==> src/rtl/ws2812_pkg.sv <==
// ws2812_pkg: shared FSM state, default 100 MHz timing and pixel layout for the WS2812 driver.
package ws2812_pkg;
  typedef enum logic [2:0] {IDLE, FETCH0, LOAD0, BIT_HIGH, BIT_LOW, LATCH} state_t;
  localparam int LED_NUM_DEF = 16;
  localparam int T0H_DEF = 40;
  localparam int T1H_DEF = 80;
  localparam int TBIT_DEF = 125;
  localparam int TRES_DEF = 30000;
  typedef struct packed {
    logic [7:0] g;
    logic [7:0] r;
    logic [7:0] b;
  } pixel_t;
endpackage

==> src/rtl/ws2812_frame_driver_if.sv <==
// ws2812_frame_driver_if: update handshake and pixel RAM read port between processor and frame driver.
interface ws2812_frame_driver_if
  import ws2812_pkg::*;
#(
  parameter int ADDR_BIT = 5
);
  logic update_request;
  logic update_done;
  logic busy;
  logic [ADDR_BIT-1:0] ram_rdaddress;
  logic ram_rden;
  pixel_t ram_q;
  modport master (output update_request, ram_q, input update_done, busy, ram_rdaddress, ram_rden);
  modport slave (input update_request, ram_q, output update_done, busy, ram_rdaddress, ram_rden);
endinterface

==> src/rtl/ws2812_bit_encoder.sv <==
// ws2812_bit_encoder: turns a strobed bit into one NRZ bit period on a registered data line.
module ws2812_bit_encoder #(
  parameter int T0H_CYC = 40,
  parameter int T1H_CYC = 80,
  parameter int TBIT_CYC = 125
) (
  input  logic CLK,
  input  logic RST_N,
  input  logic i_bit,
  input  logic i_strobe,
  output logic o_dout,
  output logic o_high_done,
  output logic o_bit_done
);
  localparam int CW = $clog2(TBIT_CYC + 1);
  logic r_act, r_dout;
  logic [CW-1:0] r_cnt, r_th;
  assign o_dout = r_dout;
  assign o_high_done = r_act && r_cnt == r_th;
  assign o_bit_done = r_act && r_cnt == CW'(TBIT_CYC);
  // A strobe on the bit_done cycle restarts the period, so consecutive bits abut.
  always_ff @(posedge CLK or negedge RST_N) begin
    if (!RST_N) begin
      r_act <= 1'b0;
      r_dout <= 1'b0;
      r_cnt <= '0;
      r_th <= '0;
    end else if (i_strobe) begin
      r_act <= 1'b1;
      r_dout <= 1'b1;
      r_cnt <= CW'(1);
      r_th <= i_bit ? CW'(T1H_CYC) : CW'(T0H_CYC);
    end else if (r_act) begin
      r_cnt <= r_cnt + 1'b1;
      if (o_high_done) r_dout <= 1'b0;
      if (o_bit_done) r_act <= 1'b0;
    end
  end
endmodule

==> src/rtl/ws2812_frame_driver.sv <==
// ws2812_frame_driver: fetches LED_NUM pixels from RAM and streams them as WS2812 bits, then latches.
// Define WS2812_RGB_ORDER_EN when the RAM holds {R,G,B}; words are reordered to wire order {G,R,B}.
module ws2812_frame_driver
  import ws2812_pkg::*;
#(
  parameter int LED_NUM = LED_NUM_DEF,
  parameter int ADDR_BIT = $clog2(LED_NUM) + 1,
  parameter int T0H_CYC = T0H_DEF,
  parameter int T1H_CYC = T1H_DEF,
  parameter int TBIT_CYC = TBIT_DEF,
  parameter int TRES_CYC = TRES_DEF
) (
  input  logic CLK,
  input  logic RST_N,
  ws2812_frame_driver_if.slave bus,
  output logic DOUT
);
  localparam int PH_MAX = TBIT_CYC > TRES_CYC ? TBIT_CYC : TRES_CYC;
  localparam int PH_W = $clog2(PH_MAX + 1);
  localparam logic [ADDR_BIT-1:0] LAST_PIX = ADDR_BIT'(LED_NUM - 1);
  state_t r_state;
  logic r_req_d, r_done, r_busy, r_rden, r_cap;
  logic [ADDR_BIT-1:0] r_addr, r_pix;
  logic [4:0] r_bit;
  logic [PH_W-1:0] r_ph;
  logic [23:0] r_sr, r_hold, w_next;
  pixel_t w_q;
  logic w_edge, w_last, w_strobe, w_high_done, w_bit_done;
`ifdef WS2812_RGB_ORDER_EN
  assign w_q = '{g: bus.ram_q.r, r: bus.ram_q.g, b: bus.ram_q.b};
`else
  assign w_q = bus.ram_q;
`endif
  assign w_edge = bus.update_request & ~r_req_d;
  assign w_last = r_bit == 5'd23 && r_pix == LAST_PIX;
  assign w_next = r_state == LOAD0 ? w_q : r_bit == 5'd23 ? r_hold : {r_sr[22:0], 1'b0};
  assign w_strobe = r_state == LOAD0 || (r_state == BIT_LOW && w_bit_done && !w_last);
  assign bus.update_done = r_done;
  assign bus.busy = r_busy;
  assign bus.ram_rdaddress = r_addr;
  assign bus.ram_rden = r_rden;
  ws2812_bit_encoder #(.T0H_CYC(T0H_CYC), .T1H_CYC(T1H_CYC), .TBIT_CYC(TBIT_CYC)) u_enc (
    .CLK(CLK), .RST_N(RST_N), .i_bit(w_next[23]), .i_strobe(w_strobe),
    .o_dout(DOUT), .o_high_done(w_high_done), .o_bit_done(w_bit_done)
  );
  always_ff @(posedge CLK or negedge RST_N) begin
    if (!RST_N) begin
      r_state <= IDLE;
      r_req_d <= 1'b0;
      r_done <= 1'b1;
      r_busy <= 1'b0;
      r_rden <= 1'b0;
      r_cap <= 1'b0;
      r_addr <= '0;
      r_pix <= '0;
      r_bit <= '0;
      r_ph <= '0;
      r_sr <= '0;
      r_hold <= '0;
    end else begin
      r_req_d <= bus.update_request;
      r_cap <= r_rden;
      r_rden <= 1'b0;
      if (r_cap) r_hold <= w_q;
      if (w_strobe) r_sr <= w_next;
      case (r_state)
        IDLE: if (w_edge) begin
          r_state <= FETCH0;
          r_done <= 1'b0;
          r_busy <= 1'b1;
          r_addr <= '0;
          r_rden <= 1'b1;
        end
        FETCH0: r_state <= LOAD0;
        LOAD0: begin
          r_state <= BIT_HIGH;
          r_bit <= '0;
          r_pix <= '0;
        end
        BIT_HIGH: if (w_high_done) r_state <= BIT_LOW;
        BIT_LOW: if (w_bit_done) begin
          if (w_last) begin
            r_state <= LATCH;
            r_ph <= PH_W'(1);
          end else begin
            r_state <= BIT_HIGH;
            r_bit <= r_bit == 5'd23 ? 5'd0 : r_bit + 5'd1;
            if (r_bit == 5'd23) r_pix <= r_pix + 1'b1;
            // Prefetch the next word as bit 23 of the current one begins.
            if (r_bit == 5'd22 && r_pix != LAST_PIX) begin
              r_addr <= r_pix + 1'b1;
              r_rden <= 1'b1;
            end
          end
        end
        LATCH: if (r_ph == PH_W'(TRES_CYC)) begin
          r_state <= IDLE;
          r_done <= 1'b1;
          r_busy <= 1'b0;
          r_addr <= '0;
        end else r_ph <= r_ph + 1'b1;
        default: r_state <= IDLE;
      endcase
    end
  end
endmodule

==> src/flat_wrapper.sv <==
// flat-port wrapper written by rule: the top's interface ports become plain ports
module ws2812_frame_driver_flat import ws2812_pkg::*;
#(
  parameter int LED_NUM = LED_NUM_DEF,
  parameter int ADDR_BIT = $clog2(LED_NUM) + 1,
  parameter int T0H_CYC = T0H_DEF,
  parameter int T1H_CYC = T1H_DEF,
  parameter int TBIT_CYC = TBIT_DEF,
  parameter int TRES_CYC = TRES_DEF
)
  (CLK, RST_N, DOUT, bus_update_request, bus_ram_q, bus_update_done, bus_busy, bus_ram_rdaddress, bus_ram_rden);
  ws2812_frame_driver_if #(.ADDR_BIT(ADDR_BIT)) bus_i ();
  input  logic CLK;
  input  logic RST_N;
  output logic DOUT;
  input wire logic [$bits(bus_i.update_request)-1:0] bus_update_request;
  input wire logic [$bits(bus_i.ram_q)-1:0] bus_ram_q;
  output wire logic [$bits(bus_i.update_done)-1:0] bus_update_done;
  output wire logic [$bits(bus_i.busy)-1:0] bus_busy;
  output wire logic [$bits(bus_i.ram_rdaddress)-1:0] bus_ram_rdaddress;
  output wire logic [$bits(bus_i.ram_rden)-1:0] bus_ram_rden;
  assign bus_i.update_request = bus_update_request;
  assign bus_i.ram_q = bus_ram_q;
  assign bus_update_done = bus_i.update_done;
  assign bus_busy = bus_i.busy;
  assign bus_ram_rdaddress = bus_i.ram_rdaddress;
  assign bus_ram_rden = bus_i.ram_rden;
  ws2812_frame_driver #(.LED_NUM(LED_NUM), .ADDR_BIT(ADDR_BIT), .T0H_CYC(T0H_CYC), .T1H_CYC(T1H_CYC), .TBIT_CYC(TBIT_CYC), .TRES_CYC(TRES_CYC)) u_core (.CLK(CLK), .RST_N(RST_N), .bus(bus_i), .DOUT(DOUT));
endmodule
==> config.mk <==
export PLATFORM = sky130hd
export DESIGN_NAME = ws2812_frame_driver_flat
export DESIGN_NICKNAME = d
export VERILOG_FILES = /design/src/rtl/ws2812_pkg.sv /design/src/rtl/ws2812_frame_driver_if.sv /design/src/rtl/ws2812_bit_encoder.sv /design/src/rtl/ws2812_frame_driver.sv /design/src/flat_wrapper.sv
export SDC_FILE = /design/constraint.sdc
export NUM_CORES = 1
export LEC_CHECK = 0
export CORE_MARGIN = 1.5
export CORE_UTILIZATION = 58
export CTS_CLUSTER_SIZE = 24
export DETAILED_ROUTE_END_ITERATION = 8
export PLACE_DENSITY_LB_ADDON = 0.25
export SYNTH_ARGS = -nofsm -noshare
export SYNTH_HDL_FRONTEND = slang
export SYNTH_SLANG_ARGS = --single-unit
==> constraint.sdc <==
create_clock -name CLK -period 2.68 [get_ports CLK]
set_input_delay 0.536 -clock CLK [delete_from_list [all_inputs] [get_ports CLK]]
set_output_delay 0.536 -clock CLK [all_outputs]
set_load 0.03 [all_outputs]
==> impl_metrics.toml <==
[grt]
wire_length_of_the_first_global_routing_pass_um = 16700
grt_util_all_layers = 0.242
antenna_found_initial = 0
gr-total-overflow = 0
first_global_vias = 3657
maximum_number_of_pins_on_one_net_before_global_route_repair = 45

[cts]
insertion_delay_ps = 360
num_cts_buffers = 9
clk_path_buf_depth = 2
cts_sinks = 96
cts.repair_timing.setup_buffer_count = 0
clk_transition_reported_paths_ps = 90
post_cts_hold_buffer_count = 0
cts-resized-gates = 0
cts_root_buf = "sky130_fd_sc_hd__clkbuf_8"
cts_tree = "yes"
cts.htree.levels = 3

[yosys]
netlist-cell-type-count = 48
yosysSeqAreaShare = 0.510
synth_net_count = 532
synthesis.area_per_instance_um2 = 9.51
prevailing_post_synth_register_cell = "sky130_fd_sc_hd__dfrtp_1"
synth_cells = 496
synth-edff-count = 0
ys_ff_latch = 96
yosysWarningCount = 0
synthArstFlopShare = 1.00
synth_area_um2 = 4720

[pwr]
total_power_w = 0.00261
power_leakage_nw = 2.52
ir_worst_vdd_mv = 0.308
p_per_area_nw_per_um2 = 482

[sta]
setup_total_neg_slack_ps = 0
timing.final.setup_violations = 0
final.min_clock_period_ps = 2520
timing_hold_violations_final = 0
fin_crit_sh = 0.939
timing.clock.skew_ps = 11.1
drv_slew = 0
setup_repair_after_global_routing_missed_its_margin = "false"
max-slew-margin-rel = 0.634
fmax_ghz = 0.397
whs_ps = 148
least_margin_pin_slew_ps = 544

[cells_and_area]
nNetsFinal = 562
area_delta_synth_final_pct = 14.9
antenna-diode-count = 0
drive_above_1_share = 0.136

[route]
dr_total_vias = 3623
drt-pass1-iter-count = 5
post_detailed_route_drc_marker_count = 0
avgRoutedWirePerCell_um = 14.8
post_drt_via_cell_ratio = 5.73
detail_route.wirelength_um = 9350
ant_nets = 0
drt_iter0_markers = 194

[job]
maxCapViolations = 0

[placement]
dpl_hpwl_um = 6320
finalWeightedCongestion = 0.878
port_buffers = 35

[setup_path]
worstPathMaxFanout = 7
timing.critical_path.from_type = "register"
timing.critical_path.arrival_ps = 2760
endpoint_kind = "register"
crit_type = "reg -> reg"
worst-endpoint-required_ps = 2920

[floorplan]
ios = 36
die_width_um = 93.2
floorplan.initialDensity = 0.604
die_y_um = 93.2
core_region_area_um2 = 7810
die_area_um2 = 8680
rows = 32

[hold_path]
hold_path_class = "in -> async"

[outcome]
status = "finished clean"
## synthesized netlist by cell type (all sizes together) (9+ instances only)
master | instances | area share
nand4 | 10 | 0.013
nand2 | 92 | 0.073
clkbuf | 28 | 0.022
mux2 | 32 | 0.076
nand3 | 14 | 0.015
dfrtp | 95 | 0.50
xor2 | 15 | 0.028
ha | 9 | 0.024
xnor2 | 9 | 0.017
o21ai | 33 | 0.035
nor2 | 41 | 0.033
a21oi | 48 | 0.051
## final cells by class
type                    instances  area [um2]
clock buffers                  10         138
clock inverters                 5        81.3
fillers                       619        2390
inverters                       8        30.0
multi-input cells             361        2160
flip-flops and latches         96        2400
well taps                     102         128
repair buffers                 50         473
## placed cells by master, fill, tap and decap left out, types with 8 or more instances in the layout
cell,instances
sky130_fd_sc_hd__dfrtp_1,95
sky130_fd_sc_hd__nand2_1,92
sky130_fd_sc_hd__a21oi_1,48
sky130_fd_sc_hd__nor2_1,40
sky130_fd_sc_hd__clkdlybuf4s50_1,34
sky130_fd_sc_hd__o21ai_0,33
sky130_fd_sc_hd__mux2_2,32
sky130_fd_sc_hd__xor2_1,15
sky130_fd_sc_hd__buf_4,15
sky130_fd_sc_hd__nand3_1,14
sky130_fd_sc_hd__nand4_1,10
sky130_fd_sc_hd__clkbuf_8,10
sky130_fd_sc_hd__xnor2_1,9
sky130_fd_sc_hd__ha_1,9
sky130_fd_sc_hd__inv_1,8
## registers in the layout, indices dropped and copies added, names as in the netlist, 3 cells and up
| name | flops |
|---|---|
| u_core.r_hold | 24 |
| u_core.r_pix | 5 |
| u_core.r_state | 3 |
| u_core.bus.ram_rdaddress | 5 |
| u_core.r_sr | 23 |
| u_core.r_bit | 5 |
| u_core.r_ph | 15 |
| u_core.u_enc.r_cnt | 7 |
## critical path: stages, from the launching register on
cell and delay, ps:
sky130_fd_sc_hd__dfrtp_1 430, sky130_fd_sc_hd__or4b_1 510, sky130_fd_sc_hd__or4_1 440, sky130_fd_sc_hd__and2_0 310
sky130_fd_sc_hd__nor3_4 350, sky130_fd_sc_hd__mux2_2 370
## power by group
group	leakage [nW]	internal (W)	switching, W
clock network	0.108	0.000546	0.000492
registers	1.14	0.00147	0.00000950
logic	1.27	0.0000527	0.0000446
total	2.52	0.00207	0.000546
## logic make-up (layout without fill, tap and decap cells)
family / Yosys count / in the layout / synth area share
xor gates and xnor gates: 24 / 24 / 0.0446
and+or+nand+nor: 196 / 196 / 0.194
DFF: 96 / 96 / 0.510
muxes: 33 / 33 / 0.0785
AOI/OAI and AO/OA: 99 / 99 / 0.117
buffers and inverters: 39 / 73 / 0.0329
adders and majority gates: 9 / 9 / 0.0239
## stage by stage
step                      setup WS (ps)  utilization  cells  instance area [um2]
after global placement              234        0.666    617                 5200
after CTS                           153        0.694    632                 5420
after detailed placement            174        0.666    617                 5200
final                               162        0.694    632                 5420
after global routing               76.9        0.694    632                 5420
after floorplan                     273            -    496                 4720
## worst paths after layout
kind	from	end	slack, ps	depth (start not counted)
min	RST_N	u_core.u_enc.r_cnt[3]	150	1
max	u_core.r_ph[9]	u_core.bus.ram_rdaddress[4]	160	5
min reg2reg	u_core.bus.ram_rden	u_core.r_cap	390	0
max in group asynchronous	RST_N	u_core.bus.update_done	1760	2
min in group CLK	u_core.bus.ram_rden	u_core.r_cap	390	0
max reg2reg	u_core.r_ph[9]	u_core.bus.ram_rdaddress[4]	160	5
## layer usage
metal	global-route usage	wire [um]	vias to the layer above
li1	-	-	1758
met1	0.314	4170	1765
met2	0.404	4650	79
met3	0.0455	348	21
met4	0.0884	177	0
met5	0	0	-
Power figures use the tool's default switching activity.
